--- src/rtl/control_id.sv ---
// Instruction-decode control: opcode decode, vector/scalar register scoreboards,
// hazard detection with issue/stall, writeback strobes and stall statistics.
module control_id #(
    parameter int MAX_OUT = 4
) (
    input  logic        clk,
    input  logic        rst,
    input  logic [13:0] instruccion,
    input  logic        inst_valid,
    input  logic        wb_valid,
    input  logic        wb_is_vec,
    input  logic [2:0]  wb_dir,
    output logic        reg_wrv,
    output logic        reg_wrs,
    output logic [2:0]  i_dir_wr,
    output logic        reg_rdv,
    output logic        reg_rds,
    output logic        sel_dest,
    output logic        stall,
    output logic        issue,
    output logic        illegal,
    output logic        wb_err,
    output logic [2:0]  outstanding,
    output logic [7:0]  stall_cnt
);

    typedef enum logic [3:0] {
        OP_NOP  = 4'b0000,
        OP_VADD = 4'b0001,
        OP_VSHL = 4'b0010,
        OP_VSCA = 4'b0011,
        OP_LIS  = 4'b0100,
        OP_VST  = 4'b0101
    } opcode_e;

    typedef enum logic {
        RUN,
        STALL
    } state_e;

    state_e      state_q, state_d;
    logic [7:0]  vbusy_q, vbusy_d;
    logic [7:0]  sbusy_q, sbusy_d;
    logic [2:0]  outstanding_q, outstanding_d;
    logic [7:0]  stall_cnt_q, stall_cnt_d;
    logic        wb_err_q, wb_err_d;

    logic        rd_va, rd_vb, rd_sb, dst_v, dst_s, bad_op, has_dest;
    logic [2:0]  dst_addr;
    logic [7:0]  wb_onehot, dst_onehot, wb_clr_v, wb_clr_s, vbusy_eff, sbusy_eff;
    logic        wb_hit, raw, waw, structural, hazard;

    // NOTE: every always_comb output gets a default first, so no path can infer a latch.
    always_comb begin
        rd_va    = 1'b0;
        rd_vb    = 1'b0;
        rd_sb    = 1'b0;
        dst_v    = 1'b0;
        dst_s    = 1'b0;
        sel_dest = 1'b0;
        bad_op   = 1'b0;
        case (opcode_e'(instruccion[13:10]))
            OP_NOP:  ;
            OP_VADD: begin rd_va = 1'b1; rd_vb = 1'b1; dst_v = 1'b1; end
            OP_VSHL: begin rd_vb = 1'b1; dst_v = 1'b1; end
            OP_VSCA: begin rd_va = 1'b1; rd_sb = 1'b1; dst_v = 1'b1; end
            OP_LIS:  begin dst_s = 1'b1; sel_dest = 1'b1; end
            OP_VST:  rd_va = 1'b1;
            default: bad_op = 1'b1;
        endcase
        has_dest = dst_v | dst_s;
        dst_addr = sel_dest ? {1'b0, instruccion[9:8]} : instruccion[8:6];
    end

    always_comb begin
        wb_onehot  = 8'd1 << wb_dir;
        dst_onehot = 8'd1 << dst_addr;
        wb_clr_v   = (wb_valid && wb_is_vec)  ? wb_onehot : 8'd0;
        wb_clr_s   = (wb_valid && !wb_is_vec) ? wb_onehot : 8'd0;
        // A writeback landing this cycle already satisfies any consumer of that register.
        vbusy_eff  = vbusy_q & ~wb_clr_v;
        sbusy_eff  = sbusy_q & ~wb_clr_s;
        wb_hit     = wb_valid & (wb_is_vec ? vbusy_q[wb_dir] : sbusy_q[wb_dir]);

        raw        = (rd_va & vbusy_eff[instruccion[5:3]])
                   | (rd_vb & vbusy_eff[instruccion[2:0]])
                   | (rd_sb & sbusy_eff[instruccion[2:0]]);
        waw        = (dst_v & vbusy_eff[dst_addr]) | (dst_s & sbusy_eff[dst_addr]);
        structural = has_dest & (outstanding_q == 3'(MAX_OUT)) & ~wb_hit;
        hazard     = raw | waw | structural;

        stall      = ~rst & inst_valid & hazard;
        issue      = ~rst & inst_valid & ~hazard;
        illegal    = issue & bad_op;
        reg_rdv    = issue & (rd_va | rd_vb);
        reg_rds    = issue & rd_sb;

        reg_wrv    = wb_valid & wb_is_vec;
        reg_wrs    = wb_valid & ~wb_is_vec;
        i_dir_wr   = wb_dir;
    end

    always_comb begin
        // Clear before set so an issue and a writeback to the same bit leave it busy.
        vbusy_d = vbusy_q & ~wb_clr_v;
        sbusy_d = sbusy_q & ~wb_clr_s;
        if (issue && dst_v) vbusy_d = vbusy_d | dst_onehot;
        if (issue && dst_s) sbusy_d = sbusy_d | dst_onehot;

        outstanding_d = outstanding_q + {2'b00, issue & has_dest} - {2'b00, wb_hit};
        wb_err_d      = wb_err_q | (wb_valid & ~wb_hit);
        state_d       = stall ? STALL : RUN;

        stall_cnt_d = stall_cnt_q;
        case (state_q)
            RUN:   if (stall && stall_cnt_q != 8'hFF) stall_cnt_d = stall_cnt_q + 8'd1;
            STALL: if (stall && stall_cnt_q != 8'hFF) stall_cnt_d = stall_cnt_q + 8'd1;
            default: stall_cnt_d = stall_cnt_q;
        endcase
    end

    // NOTE: state flops use non-blocking assignments so every flop samples pre-edge values.
    always_ff @(posedge clk) begin
        if (rst) begin
            state_q       <= RUN;
            vbusy_q       <= 8'd0;
            sbusy_q       <= 8'd0;
            outstanding_q <= 3'd0;
            stall_cnt_q   <= 8'd0;
            wb_err_q      <= 1'b0;
        end else begin
            state_q       <= state_d;
            vbusy_q       <= vbusy_d;
            sbusy_q       <= sbusy_d;
            outstanding_q <= outstanding_d;
            stall_cnt_q   <= stall_cnt_d;
            wb_err_q      <= wb_err_d;
        end
    end

    assign outstanding = outstanding_q;
    assign stall_cnt   = stall_cnt_q;
    assign wb_err      = wb_err_q;

endmodule

--- config.mk ---
export PLATFORM = sky130hd
export DESIGN_NAME = control_id
export DESIGN_NICKNAME = d
export VERILOG_FILES = /design/src/rtl/control_id.sv
export SDC_FILE = /design/constraint.sdc
export NUM_CORES = 1
export LEC_CHECK = 0
export CORE_AREA = 10 10 73 75
export CTS_CLUSTER_DIAMETER = 60
export DETAILED_ROUTE_END_ITERATION = 10
export DIE_AREA = 0 0 83 85
export PLACE_DENSITY = 0.86
export REMOVE_ABC_BUFFERS = 1
export SYNTH_ARGS = -nofsm -noshare
export SYNTH_HDL_FRONTEND = slang
export SYNTH_SLANG_ARGS = --single-unit
--- constraint.sdc ---
create_clock -name clk -period 11.2 [get_ports clk]
set_input_delay 3.36 -clock clk [delete_from_list [all_inputs] [get_ports clk]]
set_output_delay 3.36 -clock clk [all_outputs]
set_load 0.1 [all_outputs]
==> results.py, run 1 <==
metrics = {
    "outcome": {
        "result_of_the_run": "complete, no violations",
    },
    "critical_path": {
        "crit_required_ns": 7.84,
        "critical_path.startpoint_type": "input port",
        "critPathTopFamily": "buffers and inverters",
        "cpMaxStageDelayCell": "sky130_fd_sc_hd__clkdlybuf4s50_1",
        "critical_path_arrival_ns": 6.90,
        "worst-path-max-fanout": 15,
        "critical_path.n_buffers_inverters": 4,
        "path_cells": "clkdlybuf4s50_1, nand3_1, o31ai_1, mux4_2, nand2_1, a211oi_1, and3_4, nand2_1, buf_4, inv_1, buf_4",
        "crit_end_category": "primary output",
        "setup.worst_path.class": "in -> out",
        "slowest_delay_ns": 0.85,
    },
    "timing": {
        "finalWorstPathRequiredPeriod_ns": 10.26,
        "finalSetupViolCount": 0,
        "slew_headroom_pct": 33.6,
        "hold_viol": 0,
        "finClkSkew_ns": 0.00878,
        "timing_worst_slew_pin_value_ns": 0.992,
        "fmax_mhz": 97.5,
        "rsz0062_at_grt": "no",
        "post-route-period-util_pct": 91.6,
        "timing_max_transition_violations_final": 0,
    },
    "die": {
        "floorplan.initialDensity_pct": 52.4,
        "fp.dieArea_um2": 7060,
        "placement_row_count": 23,
        "fp.dieW_um": 83,
        "core_area_um2": 3910,
        "die_height_um": 85,
        "pin_count": 45,
    },
    "pwr": {
        "p_total_mw": 0.262,
        "irDropWorstVdd_v": 0.000131,
        "power.static_leakage_nw": 0.950,
        "p_per_area_nw_per_um2": 104,
    },
    "yosys": {
        "synth-edff-count": 0,
        "synth_simple_gate_area_share_pct": 25.8,
        "synth.yosys.warnings": 0,
        "netlist_area_um2": 2050,
        "synth_cell_types": 56,
        "yosysTopAreaCellShare_pct": 27.3,
        "synth_area_in_compound_gates_pct": 24.0,
        "synth.cells.most_frequent": "sky130_fd_sc_hd__nand2_1, sky130_fd_sc_hd__dfxtp_1, sky130_fd_sc_hd__nor2_1",
        "synth_top_cell_by_area": "sky130_fd_sc_hd__dfxtp_1",
        "ys_seq_area_share_pct": 27.3,
        "yosysMostFrequentCell": "sky130_fd_sc_hd__nand2_1",
        "synth.ff_latch_count": 28,
        "synth_top_family_by_area": "simple AND/OR/NAND/NOR gates",
        "post_synth_xor_area_fraction_pct": 0.854,
        "synth_top_flop_cell": "sky130_fd_sc_hd__dfxtp_1",
        "synth.area.mux_share_pct": 12.8,
        "synth_cells": 256,
        "postSynthAreaPerCell_um2": 8.01,
        "post_synth_fa_ha_maj_area_fraction_pct": 2.81,
        "synth_area_leaders": "sky130_fd_sc_hd__dfxtp_1, sky130_fd_sc_hd__nand2_1, sky130_fd_sc_hd__mux2i_1, sky130_fd_sc_hd__mux4_2, sky130_fd_sc_hd__o21ai_0",
        "asyncSetResetFlopFracSynth_pct": 0,
    },
    "finish": {
        "multi_input_comb_area_um2": 1360,
        "fin_nets": 316,
        "area.sequential_um2": 561,
        "fin_area_um2": 2520,
        "fill_cells": 347,
        "area_growth_pct": 23.0,
        "layout-drive-gt1-share_pct": 8.65,
        "antenna_cells": 0,
    },
    "place": {
        "dpl-instance-area_um2": 2470,
        "place_hpwl_um": 4540,
        "io_buffers": 44,
        "place_congestion": 1.02,
    },
    "cts": {
        "clk_pin_slew_worst_paths_ns": 0.10,
        "cts_resized": 0,
        "clk-insertion-delay-late_ns": 0.28,
        "cts.sink_count": 28,
        "post-cts-setup-buffer-count": 0,
        "cts_hold_buf": 0,
        "tritoncts": "yes",
        "max-clock-path-buffers": 2,
        "cts_htree_levels": 1,
        "cts_root_buffer": "sky130_fd_sc_hd__clkbuf_8",
        "cts-buffers-inserted": 3,
    },
    "global_routing": {
        "grt_pass1_wl_um": 10000,
        "initial_antenna_violation_count": 0,
        "grtUsageTotal_pct": 16.1,
        "first_global_vias": 2027,
        "largest_net_degree_at_the_start_of_global_routing": 28,
        "grt_overflow_total": 0,
    },
    "route": {
        "initialDrtViolationCount": 349,
        "wirelength_um": 5990,
        "detailroute.via_count": 2212,
        "avgViaCountPerCell": 6.53,
        "post-route-drc-count": 0,
        "route.detailed.wl_per_inst_um": 17.7,
        "drt_pre_antenna_iters": 5,
        "antenna_violating_nets_post_route": 0,
    },
    "hold_path": {
        "holdCritPathClass": "reg -> reg",
    },
    "run": {
        "maxCapViolCount": 0,
    },
}
## state kept, by name, indices dropped and copies added, names as in the netlist
| name | flops |
|---|---|
| outstanding | 3 |
| sbusy_q | 8 |
| vbusy_q | 8 |
| wb_err | 1 |
| stall_cnt | 8 |
## layout by cell type (no fill, tap or decap), types with 3 or more instances in the layout
cell type | synthesis | routed
sky130_fd_sc_hd__o211ai_1 | 5 | 5
sky130_fd_sc_hd__o31ai_1 | 6 | 6
sky130_fd_sc_hd__mux4_2 | 4 | 4
sky130_fd_sc_hd__mux2_2 | 6 | 6
sky130_fd_sc_hd__clkdlybuf4s50_1 | 0 | 39
sky130_fd_sc_hd__ha_1 | 3 | 3
sky130_fd_sc_hd__nand4_1 | 5 | 5
sky130_fd_sc_hd__nand2_1 | 30 | 30
sky130_fd_sc_hd__nor3_1 | 5 | 5
sky130_fd_sc_hd__nand3_1 | 9 | 9
sky130_fd_sc_hd__and2_1 | 3 | 3
sky130_fd_sc_hd__mux2i_1 | 9 | 9
sky130_fd_sc_hd__nor2_1 | 19 | 19
sky130_fd_sc_hd__o22ai_1 | 7 | 7
sky130_fd_sc_hd__dfxtp_1 | 28 | 28
sky130_fd_sc_hd__o21ai_0 | 17 | 17
sky130_fd_sc_hd__o32ai_1 | 5 | 5
sky130_fd_sc_hd__nor2b_1 | 5 | 5
sky130_fd_sc_hd__buf_4 | 3 | 7
sky130_fd_sc_hd__nand2b_1 | 7 | 7
sky130_fd_sc_hd__clkbuf_8 | 0 | 4
sky130_fd_sc_hd__and3_1 | 5 | 5
sky130_fd_sc_hd__inv_1 | 10 | 10
sky130_fd_sc_hd__a21oi_1 | 11 | 11
## stage by stage
stage / std cells / hold WS (ns) / TNS (ns) / setup WS, ns / utilization [%]
floorplan: 239 / 0.447 / -0.263 / -0.263 / -
global placement: 335 / 0.451 / 0 / 1.09 / 63.0
detailed placement: 335 / 0.467 / 0 / 1.04 / 63.0
CTS: 339 / 0.494 / 0 / 1.02 / 64.5
global route: 339 / 0.528 / 0 / 0.623 / 64.5
finish: 339 / 0.485 / 0 / 0.942 / 64.5
## power by group
| part | switching, mW | internal [mW] | total [mW] |
|---|---|---|---|
| Combinational | 0.0635 | 0.0286 | 0.0922 |
| Sequential | 0.00287 | 0.103 | 0.106 |
| Clock | 0.0323 | 0.0315 | 0.0638 |
| Total | 0.0987 | 0.163 | 0.262 |
## kinds of logic after synthesis
group,after synthesis
fa+ha+maj,4
buf+inv,28
simple gates,102
xor+xnor,2
mux,20
compound gates,72
flops,28
## area by class of cell
class                           instances  share of cell area, %
Inverter                               11                   1.64
Multi-Input combinational cell        200                   53.9
Sequential cell                        28                   22.2
Timing Repair Buffer                   46                   17.6
Clock buffer                            4                   2.18
Tap cell                               50                   2.48
## final timing paths
kind / startpoint / end / slack [ns] / cells past startpoint
hold reg to reg: wb_err / wb_err / 0.48 / 2
setup / recovery: wb_dir[1] / issue / 0.94 / 11
setup reg to reg: sbusy_q[0] / outstanding[2] / 7.69 / 16
hold / removal: wb_err / wb_err / 0.48 / 2
## routing by layer
layer	routed length [µm]	vias up	track usage [%]	share of wire, %
met3	528	17	2.77	8.8
met1	2470	1008	20.7	41
met5	0	-	0	0
met2	2860	150	27.3	48
li1	-	1037	-	-
met4	130	0	3.87	2.2
## worst min-delay path: stages, from the launching register on
cell,delay [ns]
sky130_fd_sc_hd__dfxtp_1,0.34
sky130_fd_sc_hd__a21oi_1,0.04
sky130_fd_sc_hd__nor2_1,0.07
(Power assumes the default switching activity.)
==> inputs of run 2 (changes only) <==
--- a/config.mk
+++ b/config.mk
@@ -9,7 +9,7 @@
 export CTS_CLUSTER_DIAMETER = 60
 export DETAILED_ROUTE_END_ITERATION = 10
 export DIE_AREA = 0 0 83 85
-export PLACE_DENSITY = 0.86
+export PLACE_DENSITY = 0.78
 export REMOVE_ABC_BUFFERS = 1
 export SYNTH_ARGS = -nofsm -noshare
 export SYNTH_HDL_FRONTEND = slang
==> run 2 against run 1 <==
Effect of this change:
- non-clock buffer count decreased by 1
- cell count fell by 0.29%
- core utilization down 0.19 points
- combinational power fell by 0.9%
- sequential power is essentially flat
- design area shrank 0.30%
- total power decreased by 0.14%
- maximum frequency fell by 1.7%
- wire length decreased by 0.22%
- clock skew is 0.0068 ns lower
- largest power group unchanged
==> results.py, run 2 (synthesized netlist as in run 1, its figures left out) <==
metrics = {
    "outcome": {
        "result_of_the_run": "complete, no violations",
    },
    "finish": {
        "fin_area_um2": 2510,
        "fin_nets": 315,
        "final_common_cell": "sky130_fd_sc_hd__clkdlybuf4s50_1",
        "layout-drive-gt1-share_pct": 8.33,
        "area_growth_pct": 22.6,
        "layout_common_cells": "sky130_fd_sc_hd__clkdlybuf4s50_1, sky130_fd_sc_hd__nand2_1, sky130_fd_sc_hd__dfxtp_1",
        "antenna_cells": 0,
    },
    "cts": {
        "cts_root_buffer": "sky130_fd_sc_hd__clkbuf_8",
        "cts_resized": 0,
        "tritoncts": "yes",
        "clk_pin_slew_worst_paths_ns": 0.10,
        "max-clock-path-buffers": 2,
        "cts.sink_count": 28,
        "cts_hold_buf": 0,
        "clk-insertion-delay-late_ns": 0.28,
        "cts_htree_levels": 1,
        "post-cts-setup-buffer-count": 0,
        "cts-buffers-inserted": 3,
    },
    "timing": {
        "totalNegativeSetupSlack_ns": 0,
        "finClkSkew_ns": 0.00196,
        "timing_worst_slew_pin_value_ns": 0.979,
        "finalWorstPathRequiredPeriod_ns": 10.43,
        "fmax_mhz": 95.9,
        "worst_slack_ns": 0.769,
        "hold_viol": 0,
        "timing_max_transition_violations_final": 0,
        "finalSetupViolCount": 0,
        "rsz0062_at_grt": "no",
        "slew_headroom_pct": 34.6,
        "post-route-period-util_pct": 93.1,
    },
    "critical_path": {
        "critical_path.startpoint_type": "input port",
        "critical_path_launch_point": "wb_dir[1]",
        "setup.worst_path.class": "in -> out",
        "reg2reg_from": "sbusy_q[0]",
        "crit_required_ns": 7.84,
        "worst-path-max-fanout": 16,
        "path_cells": "clkdlybuf4s50_1, nand3b_1, o21ai_0, o2111ai_1, o2111a_1, a211oi_1, and3_4, nand2_1, nor3b_1, buf_4",
        "cpMaxStageDelayCell": "sky130_fd_sc_hd__clkdlybuf4s50_1",
        "r2r_cells": 15,
        "critical_path_arrival_ns": 7.07,
        "crit_end_category": "primary output",
        "slowest_delay_ns": 0.71,
    },
    "die": {
        "fp.dieArea_um2": 7060,
        "core_area_um2": 3910,
        "placement_row_count": 23,
        "floorplan.initialDensity_pct": 52.4,
        "pin_count": 45,
        "fp.dieW_um": 83,
        "die_height_um": 85,
    },
    "pwr": {
        "comb_power_share_pct": 35.0,
        "switching_power_mw": 0.0987,
        "power_frac_seq_pct": 40.5,
        "pwr-share-clk_pct": 24.5,
        "irDropWorstVdd_v": 0.000139,
        "power.static_leakage_nw": 0.946,
        "internal_power_mw": 0.163,
        "switching_share_pct": 37.8,
        "p_per_area_nw_per_um2": 104,
    },
    "route": {
        "post-route-drc-count": 0,
        "detailroute.via_count": 2151,
        "avgViaCountPerCell": 6.36,
        "antenna_violating_nets_post_route": 0,
        "wirelength_um": 5970,
        "route.detailed.wl_per_inst_um": 17.7,
        "initialDrtViolationCount": 301,
        "drt_pre_antenna_iters": 6,
    },
    "place": {
        "dpl-instance-area_um2": 2460,
        "dpl_worst_slack_ns": 0.869,
        "place_congestion": 0.978,
        "io_buffers": 44,
        "place_hpwl_um": 4480,
    },
    "hold_path": {
        "holdCritPathClass": "reg -> reg",
        "worst_hold_path.num_cells": 2,
        "hp-start": "wb_err",
    },
    "global_routing": {
        "grt_pass1_wl_um": 9770,
        "grtUsageTotal_pct": 16.0,
        "first_global_vias": 1975,
        "grt_overflow_total": 0,
        "largest_net_degree_at_the_start_of_global_routing": 28,
        "initial_antenna_violation_count": 0,
    },
    "run": {
        "maxCapViolCount": 0,
    },
}
run 2: changes by cell type in the layout (fill, tap and decap cells not counted):
cell / before / now
sky130_fd_sc_hd__buf_4: 7 / 6
run 2: through the flow:
step	utilization, %	total power [mW]	std cells	hold slack, ns
6_report	64.3	0.261	338	0.496
3_3_place_gp	62.9	0.198	334	0.449
2_1_floorplan	-	0.165	239	0.447
5_1_grt	64.3	0.270	338	0.529
3_5_place_dp	62.9	0.199	334	0.476
4_1_cts	64.3	0.261	338	0.500
run 2: final cells by class:
class                   count  area, µm²
repair buffers             45        435
multi-input cells         200       1360
flip-flops and latches     28        561
inverters                  11       41.3
well taps                  50       62.6
clock buffers               4       55.1
fillers                   372       1400
run 2: routing by layer:
metal	share of wire [%]	track usage (%)	vias to the layer above
met5	0	0	-
met4	1.6	5.73	0
met3	5.9	2.29	12
met2	49	26.7	99
met1	43	20.3	1013
li1	-	-	1027
run 2: power groups by stage:
stage / sequential [mW] / clock (mW) / combinational (mW)
after floorplan: 0.129 / 0 / 0.0358
after global placement: 0.108 / 0 / 0.0905
after detailed placement: 0.108 / 0 / 0.0908
after CTS: 0.106 / 0.0644 / 0.0913
after global routing: 0.106 / 0.0669 / 0.0968
final: 0.106 / 0.0641 / 0.0914
run 2: final timing paths:
kind / endpoint / slack, ns
setup / recovery: reg_rdv / 0.77
hold / removal: wb_err / 0.50
setup reg to reg: outstanding[2] / 7.62
hold reg to reg: wb_err / 0.50
run 2: critical path, delay by kind of cell:
kind | cells | cell delay (ns)
AO/OA/AOI/OAI | 4 | 1.25
AND/OR/NAND/NOR | 4 | 1.41
buffers and inverters | 2 | 1.04
==> inputs of run 3 (changes only) <==
--- a/config.mk
+++ b/config.mk
@@ -11,6 +11,7 @@
 export DIE_AREA = 0 0 83 85
 export PLACE_DENSITY = 0.78
 export REMOVE_ABC_BUFFERS = 1
+export SETUP_SLACK_MARGIN = 0.2
 export SYNTH_ARGS = -nofsm -noshare
 export SYNTH_HDL_FRONTEND = slang
 export SYNTH_SLANG_ARGS = --single-unit
==> results of run 3 <==
No change in the layout: final DEF, timing and power equal those of run 2.
